`config.mk`:
```
export PLATFORM = sky130hd
export DESIGN_NAME = genius_controller
export DESIGN_NICKNAME = d
export VERILOG_FILES = /design/src/rtl/genius_pkg.sv /design/src/rtl/genius_controller_edge_detect_rise.sv /design/src/rtl/genius_controller.sv
export SDC_FILE = /design/constraint.sdc
export NUM_CORES = 1
export LEC_CHECK = 0
export ABC_AREA = 1
export BUFFER_PORTS_ARGS = -buffer_cell sky130_fd_sc_hd__buf_2
export CORE_AREA = 2 2 70 59
export CTS_BUF_LIST = sky130_fd_sc_hd__clkbuf_4 sky130_fd_sc_hd__clkbuf_8 sky130_fd_sc_hd__clkbuf_16
export DETAILED_ROUTE_END_ITERATION = 7
export DIE_AREA = 0 0 72 61
export PLACE_DENSITY = 0.69
export SLEW_MARGIN = 40
export SYNTH_ARGS = -nofsm -noshare
export SYNTH_HDL_FRONTEND = slang
export SYNTH_SLANG_ARGS = --single-unit
export TNS_END_PERCENT = 30
```
`constraint.sdc`:
```
create_clock -name clock_50 -period 3.7 [get_ports clock_50]
set_input_delay 0.185 -clock clock_50 [delete_from_list [all_inputs] [get_ports clock_50]]
set_output_delay 0.185 -clock clock_50 [all_outputs]
set_load 0.05 [all_outputs]
```
`src/rtl/genius_pkg.sv`:
```
`default_nettype none
// ============================================================================
// Module      : genius_pkg
// Description : Shared definitions for the Genius memory-game controller:
//               state encodings, the default result-hold time, the
//               datapath command bundle and the state-to-command decode.
// Revision    : 1.0 - initial release
// ============================================================================
package genius_pkg;

    // State encodings also drive the debug LEDs, so the values are fixed.
    typedef enum logic [3:0] {
        ST_INIT       = 4'd0,
        ST_SETUP      = 4'd1,
        ST_PREP       = 4'd2,
        ST_PLAY_FPGA  = 4'd3,
        ST_PLAY_USER  = 4'd4,
        ST_CHECK      = 4'd5,
        ST_NEXT_ROUND = 4'd6,
        ST_WIN_CHECK  = 4'd7,
        ST_RESULT     = 4'd8
    } state_t;

    // One second at 50 MHz.
    localparam int C_HOLD_CYCLES_DEF = 50_000_000;
    localparam int C_HOLD_W_DEF      = 26;

    // Datapath command bundle.
    typedef struct packed {
        logic r1;
        logic r2;
        logic e1;
        logic e2;
        logic e3;
        logic e4;
        logic sel;
    } ctrl_t;

    // Moore decode; anything not listed (including unused encodings) is all-zero.
    function automatic ctrl_t decode_ctrl(input state_t s);
        ctrl_t c;
        c = '0;
        case (s)
            ST_INIT:       begin c.r1 = 1'b1; c.r2 = 1'b1; end
            ST_SETUP:      c.e1  = 1'b1;
            ST_PREP:       c.r2  = 1'b1;
            ST_PLAY_FPGA:  c.e3  = 1'b1;
            ST_PLAY_USER:  c.e2  = 1'b1;
            ST_NEXT_ROUND: c.e4  = 1'b1;
            ST_RESULT:     c.sel = 1'b1;
            default:       c = '0;
        endcase
        return c;
    endfunction

endpackage
`default_nettype wire

```
`src/rtl/genius_controller_edge_detect_rise.sv`:
```
`default_nettype none
// ============================================================================
// Module      : edge_detect_rise
// Description : 1-bit rising-edge detector. Keeps a registered copy of the
//               input and flags the cycle where the input is high and the
//               previous sample was low.
// Ports       : clk    - clock
//               rst    - synchronous active-high reset (clears the history)
//               i_d    - level input, already synchronised
//               o_rise - high while i_d is high and was low last cycle
// Revision    : 1.0 - initial release
// ============================================================================
module edge_detect_rise (
    input  logic clk,
    input  logic rst,
    input  logic i_d,
    output logic o_rise
);

    logic r_q;

    always_ff @(posedge clk) begin
        if (rst) begin
            r_q <= 1'b0;
        end else begin
            r_q <= i_d;
        end
    end

    assign o_rise = i_d & ~r_q;

endmodule
`default_nettype wire

```
`src/rtl/genius_controller.sv`:
```
`default_nettype none
// ============================================================================
// Module      : genius_controller
// Description : Control FSM for the Genius memory game. Sequences setup,
//               FPGA playback, user entry, round check, round advance and
//               result display, and drives the datapath command lines.
// Ports       : clock_50  - 50 MHz system clock
//               reset     - synchronous active-high reset
//               enter     - start/confirm key level (synchronised)
//               end_fpga, end_user, end_time, win, match - datapath status
//               r1, r2    - datapath resets (global / per-round)
//               e1..e4    - datapath enables
//               sel       - display select (1 = result screen)
//               state     - current state encoding for debug LEDs
// Revision    : 1.0 - initial release
// ============================================================================
module genius_controller
    import genius_pkg::*;
#(
    parameter int HOLD_CYCLES = C_HOLD_CYCLES_DEF,
    parameter int HOLD_W      = C_HOLD_W_DEF
) (
    input  logic       clock_50,
    input  logic       reset,
    input  logic       enter,
    input  logic       end_fpga,
    input  logic       end_user,
    input  logic       end_time,
    input  logic       win,
    input  logic       match,
    output logic       r1,
    output logic       r2,
    output logic       e1,
    output logic       e2,
    output logic       e3,
    output logic       e4,
    output logic       sel,
    output logic [3:0] state
);

    localparam logic [HOLD_W-1:0] C_HOLD_MAX = HOLD_CYCLES[HOLD_W-1:0];

    state_t            r_state;
    state_t            w_next;
    ctrl_t             r_ctrl;
    logic [HOLD_W-1:0] r_hold;
    logic              w_enter_rise;
    logic              w_hold_done;

    edge_detect_rise u_enter_edge (
        .clk    (clock_50),
        .rst    (reset),
        .i_d    (enter),
        .o_rise (w_enter_rise)
    );

    assign w_hold_done = (r_hold == C_HOLD_MAX);

    // Next-state logic. Status inputs only matter in the states that use them.
    always_comb begin
        w_next = ST_INIT;
        case (r_state)
            ST_INIT:       w_next = ST_SETUP;
            ST_SETUP:      w_next = w_enter_rise ? ST_PREP : ST_SETUP;
            ST_PREP:       w_next = ST_PLAY_FPGA;
            ST_PLAY_FPGA:  w_next = end_fpga ? ST_PLAY_USER : ST_PLAY_FPGA;
            ST_PLAY_USER: begin
                // Timeout wins over a simultaneous final entry.
                if (end_time) begin
                    w_next = ST_RESULT;
                end else if (end_user) begin
                    w_next = ST_CHECK;
                end else begin
                    w_next = ST_PLAY_USER;
                end
            end
            // match is sampled one cycle after end_user so the datapath settles.
            ST_CHECK:      w_next = match ? ST_NEXT_ROUND : ST_RESULT;
            ST_NEXT_ROUND: w_next = ST_WIN_CHECK;
            ST_WIN_CHECK:  w_next = win ? ST_RESULT : ST_PREP;
            // Presses before the hold expires are dropped, not remembered.
            ST_RESULT:     w_next = (w_hold_done && w_enter_rise) ? ST_INIT : ST_RESULT;
            default:       w_next = ST_INIT;
        endcase
    end

    // State and outputs are registered together; outputs are the decode of
    // the state being entered, so they always equal decode(r_state).
    always_ff @(posedge clock_50) begin
        if (reset) begin
            r_state <= ST_INIT;
            r_ctrl  <= decode_ctrl(ST_INIT);
        end else begin
            r_state <= w_next;
            r_ctrl  <= decode_ctrl(w_next);
        end
    end

    // Result-screen hold timer: zero outside RESULT, saturating inside it.
    always_ff @(posedge clock_50) begin
        if (reset) begin
            r_hold <= '0;
        end else if (r_state != ST_RESULT) begin
            r_hold <= '0;
        end else if (!w_hold_done) begin
            r_hold <= r_hold + 1'b1;
        end
    end

    assign r1    = r_ctrl.r1;
    assign r2    = r_ctrl.r2;
    assign e1    = r_ctrl.e1;
    assign e2    = r_ctrl.e2;
    assign e3    = r_ctrl.e3;
    assign e4    = r_ctrl.e4;
    assign sel   = r_ctrl.sel;
    assign state = r_state;

endmodule
`default_nettype wire
```
Word-level counts from Yosys, hierarchy flattened
Cells that the tools add are included.

word-level totals
  flip-flop bits (word level) = 38
  latch bits = 0
  bits in writable memories = 0
  bits in read-only memories = 0
  output and inout bits = 11
  word-level logic and storage cells = 49
  memories kept = 0

operators by class
  $add $sub $neg = 1
  multiply operators = 0
  div/mod/pow operators = 0
  magnitude comparators = 0
  eq/ne operators = 16
  shifts and indexed selects = 0
  multiplexer cells = 15
  bitwise logic cells = 2
  reductions and logical operators = 5

operators by type and width
  cell                   number
  $pmux 4 s9             1
  $add 26x1->26 const B  1
  $eq 26x26->1 const B   1
  $eq 4x3->1 const B     6
  $eq 4x2->1 const B     4
  $mux 4                 4
  $eq 4x1->1 const B     2
  $eq 4x4->1 const B     2
  $logic_not 4->1        2
  $mux 1                 8
  $ne 4x4->1 const B     1
  $reduce_or 2->1        2
  $mux 3                 1
  $mux 2                 1
  $and 1x1->1            1
  $logic_and 1x1->1      1
  $not 1->1              1

Depth between registers and ports, before layout
  word-level depth = 8
  gate-level depth with buffers = 10
  mapped depth without buffers = 10

Hierarchy
From an unflattened synthesis, not the netlist that was laid out.

second synthesis, totals
  cells, all modules = 286
  area, all modules = 2000.7 um2

modules (own cells, without submodules)
  module             times used  cells an instance  area each (um2)  sequential area each (um2)
  genius_controller  1           282                1969.4           740.7
  edge_detect_rise   1           4                  31.3             20.0

Worst setup path after synthesis
No wires, ideal clock.

  path type = register to register
  start = register r_state[0] (netlist: state[0])
  end = register r_ctrl, in the netlist r1
  data arrival time = 1.525 ns
  setup slack = 2.061 ns
  stages on the path, launching flop included = 10
  path buffers = 0
  path through = dfxtp_1 > inv_1 > nor2_1 > nand3_1 > o21ai_0 > inv_1 > nand2_1 > nor2_1 > nand4_1 > nand2_1

between the ends
  word-level cells in the longest chain between the ends = 4

RTL lines
  element                             line                     RTL
  start: declaration                  genius_controller.sv:43  state_t r_state;
  start signal: assignment            genius_controller.sv:94  r_state <= w_next;
  $eq 4x4->1 (tied with other cells)  genius_controller.sv:62  case (r_state)
  $pmux 4 s9 *                        genius_controller.sv:62
  $logic_not 4->1 *                   genius_pkg.sv:43         case (s)
  $mux 1 *                            genius_pkg.sv:43
  end signal: assignment              genius_controller.sv:92  r_ctrl <= decode_ctrl(ST_INIT);
  end signal: assignment              genius_controller.sv:95  r_ctrl <= decode_ctrl(w_next);
  end: declaration                    genius_controller.sv:45  ctrl_t r_ctrl;

Mark *: on every way between the ends. The rest lies on a longest branch, timed or not.
A chain may end at the register's enable or synchronous reset.

Final worst setup path
  start = register r_state[1] (netlist: state[1])
  end = register r_hold[6]

between the ends
  word-level cells in the longest chain between the ends = 2

RTL lines
  element                           line                      RTL
  $ne 4x4->1                        genius_controller.sv:103  end else if (r_state != ST_RESULT) begin
  $reduce_or 2->1 (no source line)  -
  end signal: assignment            genius_controller.sv:106  r_hold <= r_hold + 1'b1;
  end: declaration                  genius_controller.sv:46   logic [HOLD_W-1:0] r_hold;

Every way passes these cells.

==> results.md <==
* Period minus WS final at ~2.1 ns
* Most flop-heavy register: r_hold
* Sequential Power Share at approximately half
* Iter 0 DRT Violations at 102
* Logic pwr share at 8.7%
* CP cell instances: nor2_1 -> nand3_1 -> nor2_1 -> inv_1 -> a21oi_1 -> o21a_1
* Final ANT Viol Nets at 0
* Initial Utilization at 53.64%
* Total CTS buffers at 5
* Least-Margin Pin Slew at 0.6987 ns
* Area growth syn-to-layout at 11.92%
* RSZ-0062 raised after global routing: false
* Antenna diode count at 0
* Initial antenna violation count at 0
* Cell with the most instances after synthesis: nand2_1
* First-pass GRT wire length at 7562 um
* CP Depth at 6
* Most common library cells after synthesis: nand2_1, nor2_1, dfxtp_1
* Sequential element share of the synthesized area at a little under 40%
* Crit path capture type: flop
* Crit path required time at 3.95 ns
* Final Net Count at 324
* Std cell rows at 20
* Hold Buf Count CTS at 0
* Clk Latency, worst-skew pair at about 0.3 ns
* Status: finished clean
* Most used cell, CP: nor2_1
* DRC at 0
* Max-cap violations at 0
* Library cells used by synthesis at 27
* Final hold viol count at 0
* Worst Skew at 0.006888 ns
* Core ar. at 3679 um2
* Final setup fails at 0
* Syn nets at about 300
* Leak Pwr at about 0.00085 uW
* Psw at 211.2 uW
* Mapped Area at 1973 um2
* CP Max Fanout at 16
* Number of global-route vias before repair at ~1700
* Synthesized flop and latch total at 38
* GRT overflow at 0
* CP arrival at 2.39 ns
* GRT Util Overall at 22.78%
* CP bufs+invs at 1
* VDD IR max at 270.3 uV
* Final period util at between 50% and 60%
* Number of port buffers at 18
* Post-synth EDFFs at 0
* H-Tree Depth at 2
* Top post-synthesis cells by area: dfxtp_1, nand2_1, nor2_1
* Met2 WL post-DR at around 1900 um
* Clock transition at path regs at 0.08 ns
* Worst R2R Path Depth at 6
* Die Y at 61 um
* Cts repair resizes at 0
* Reg2reg end: r_hold[6]
* R2r setup slk at 1.56 ns
* Rel. slew slack at between 50% and 60%
* Post-CTS Repair Setup Buffers at 0
* Hold WC Path Type: in2reg
* Synthesized area per cell at about 6.8 um2
* Share of cells above drive strength 1 at 13.97%
* CP max stage delay at 0.56 ns
* Hold Slack at 0.1306 ns
* Fmax at 0.4663 GHz
* Largest net degree at the start of global routing at 17
* First-pass DRT Iterations at 4
* Ys flop type: dfxtp_1
* HP Start: enter
* Io pins at 19
* CTS tree: done
* Mapped Cells at 292
* Ys async rst share at 0%
* DR vias at 1860
* Yosys top cell area share at between 30% and 40%
* Ys Warns at 0
* Pint at 622.9 uW
* Sw frac at 25.32%
* Max Used Layer: met4
* Crit path max-delay family: simple AND/OR/NAND/NOR gates
* Metal3 WL at 273 um
* Filler cells at 344
* Pre-CTS setup slack at roughly 1.7 ns
* Max reg flops at 26
* Hold path cells at 3
* Largest area contributor in the netlist: dfxtp_1
* Cell at the slowest stage of the critical path: nor2_1
* Max-slew violations at 0
* TNS Setup at 0 ns
* DIE WIDTH at 72 um
* DP Wirelength at 3384 um
* Wire length per cell at 12.62 um
* Wirelength, routed at ~4500 um
* Root Driver: clkbuf_8
* WHS Endpoint: u_enter_edge.r_q
* Vias per cell at 5.181
* GPL Wtd Cong at 0.9139
* Reg-to-Reg Start: state[1]
* CTS sink count at 38
* Startpoint types: flop
* Clock buffer depth at 2
* Final setup margin at 1.556 ns
* M1 wire length at between 2000 and 2500 um
* Die ar. at 4392 um2
* Clock network power share at approximately two fifths
* Critical path class: reg2reg
* Pwr dens at 377.7 nW/um2
==> metrics by stage <==
stage / util (%) / std cells / total power, uW / area [um2]
2_1_floorplan: - / 292 / 484.1 / 1973
3_3_place_gp: 57.04 / 351 / 501.5 / 2098
3_5_place_dp: 57.04 / 351 / 501.7 / 2098
4_1_cts: 60.03 / 359 / 840.7 / 2208
5_1_grt: 60.03 / 359 / 858.6 / 2208
6_report: 60.03 / 359 / 834.1 / 2208
==> kinds of logic (layout without fill, tap and decap cells) <==
family	after synthesis	count (layout)	synth area share, %
XOR/XNOR	5	5	2.220
AND/OR/NAND/NOR	167	167	39.57
buffers and inverters	43	66	8.623
adder cells (fa/ha/maj)	2	2	1.268
flip-flops	38	38	38.55
AO/OA/AOI/OAI	37	37	9.766
==> area by class of cell <==
type / instances / area (um2) / area share, %
Timing Repair Buffer: 18 / 90.09 / 4.079
Sequential cell: 38 / 760.7 / 34.45
Inverter: 40 / 150.1 / 6.799
Clock buffer: 8 / 110.1 / 4.986
Tap cell: 44 / 55.05 / 2.493
Multi-Input combinational cell: 211 / 1042 / 47.20
==> placed cells by master (no fill, tap or decap), drive strengths merged <==
cell / count
a21oi: 22
buf: 18
clkbuf: 8
dfxtp: 38
ha: 2
inv: 40
nand2: 64
nand3: 23
nand3b: 4
nand4: 6
nor2: 54
nor3: 13
nor3b: 1
o21a: 2
o21ai: 12
o21bai: 1
or2: 2
xnor2: 2
xor2: 3
==> tightest hold or removal path, stage by stage <==
cell and delay, ns:
buf_2 0.09, inv_1 0.05, nor2_1 0.07
==> how the worst max path moves through the flow <==
stage | from | to | slack, ns
after floorplan | state[0] | r1 | 2.06
after global placement | state[1] | r_hold[3] | 1.78
after detailed placement | state[0] | r_hold[6] | 1.68
after CTS | state[1] | r_hold[6] | 1.65
after global routing | state[1] | r_hold[6] | 1.34
final | state[1] | r_hold[6] | 1.56
==> power groups by stage <==
stage	Sequential, uW	Clock, uW	Combinational (uW)
floorplan	458	0	25.9
global placement	430	0	71.0
detailed placement	431	0	71.0
CTS	421	348	72.2
global route	423	357	78.5
finish	421	341	72.3
==> layer usage <==
layer / vias to the layer above / global-route usage [%]
li1: 977 / -
met4: 0 / 5.660
met2: 49 / 36.38
met5: - / 0
met3: 9 / 5.814
met1: 825 / 31.24
(Power assumes the default switching activity.)
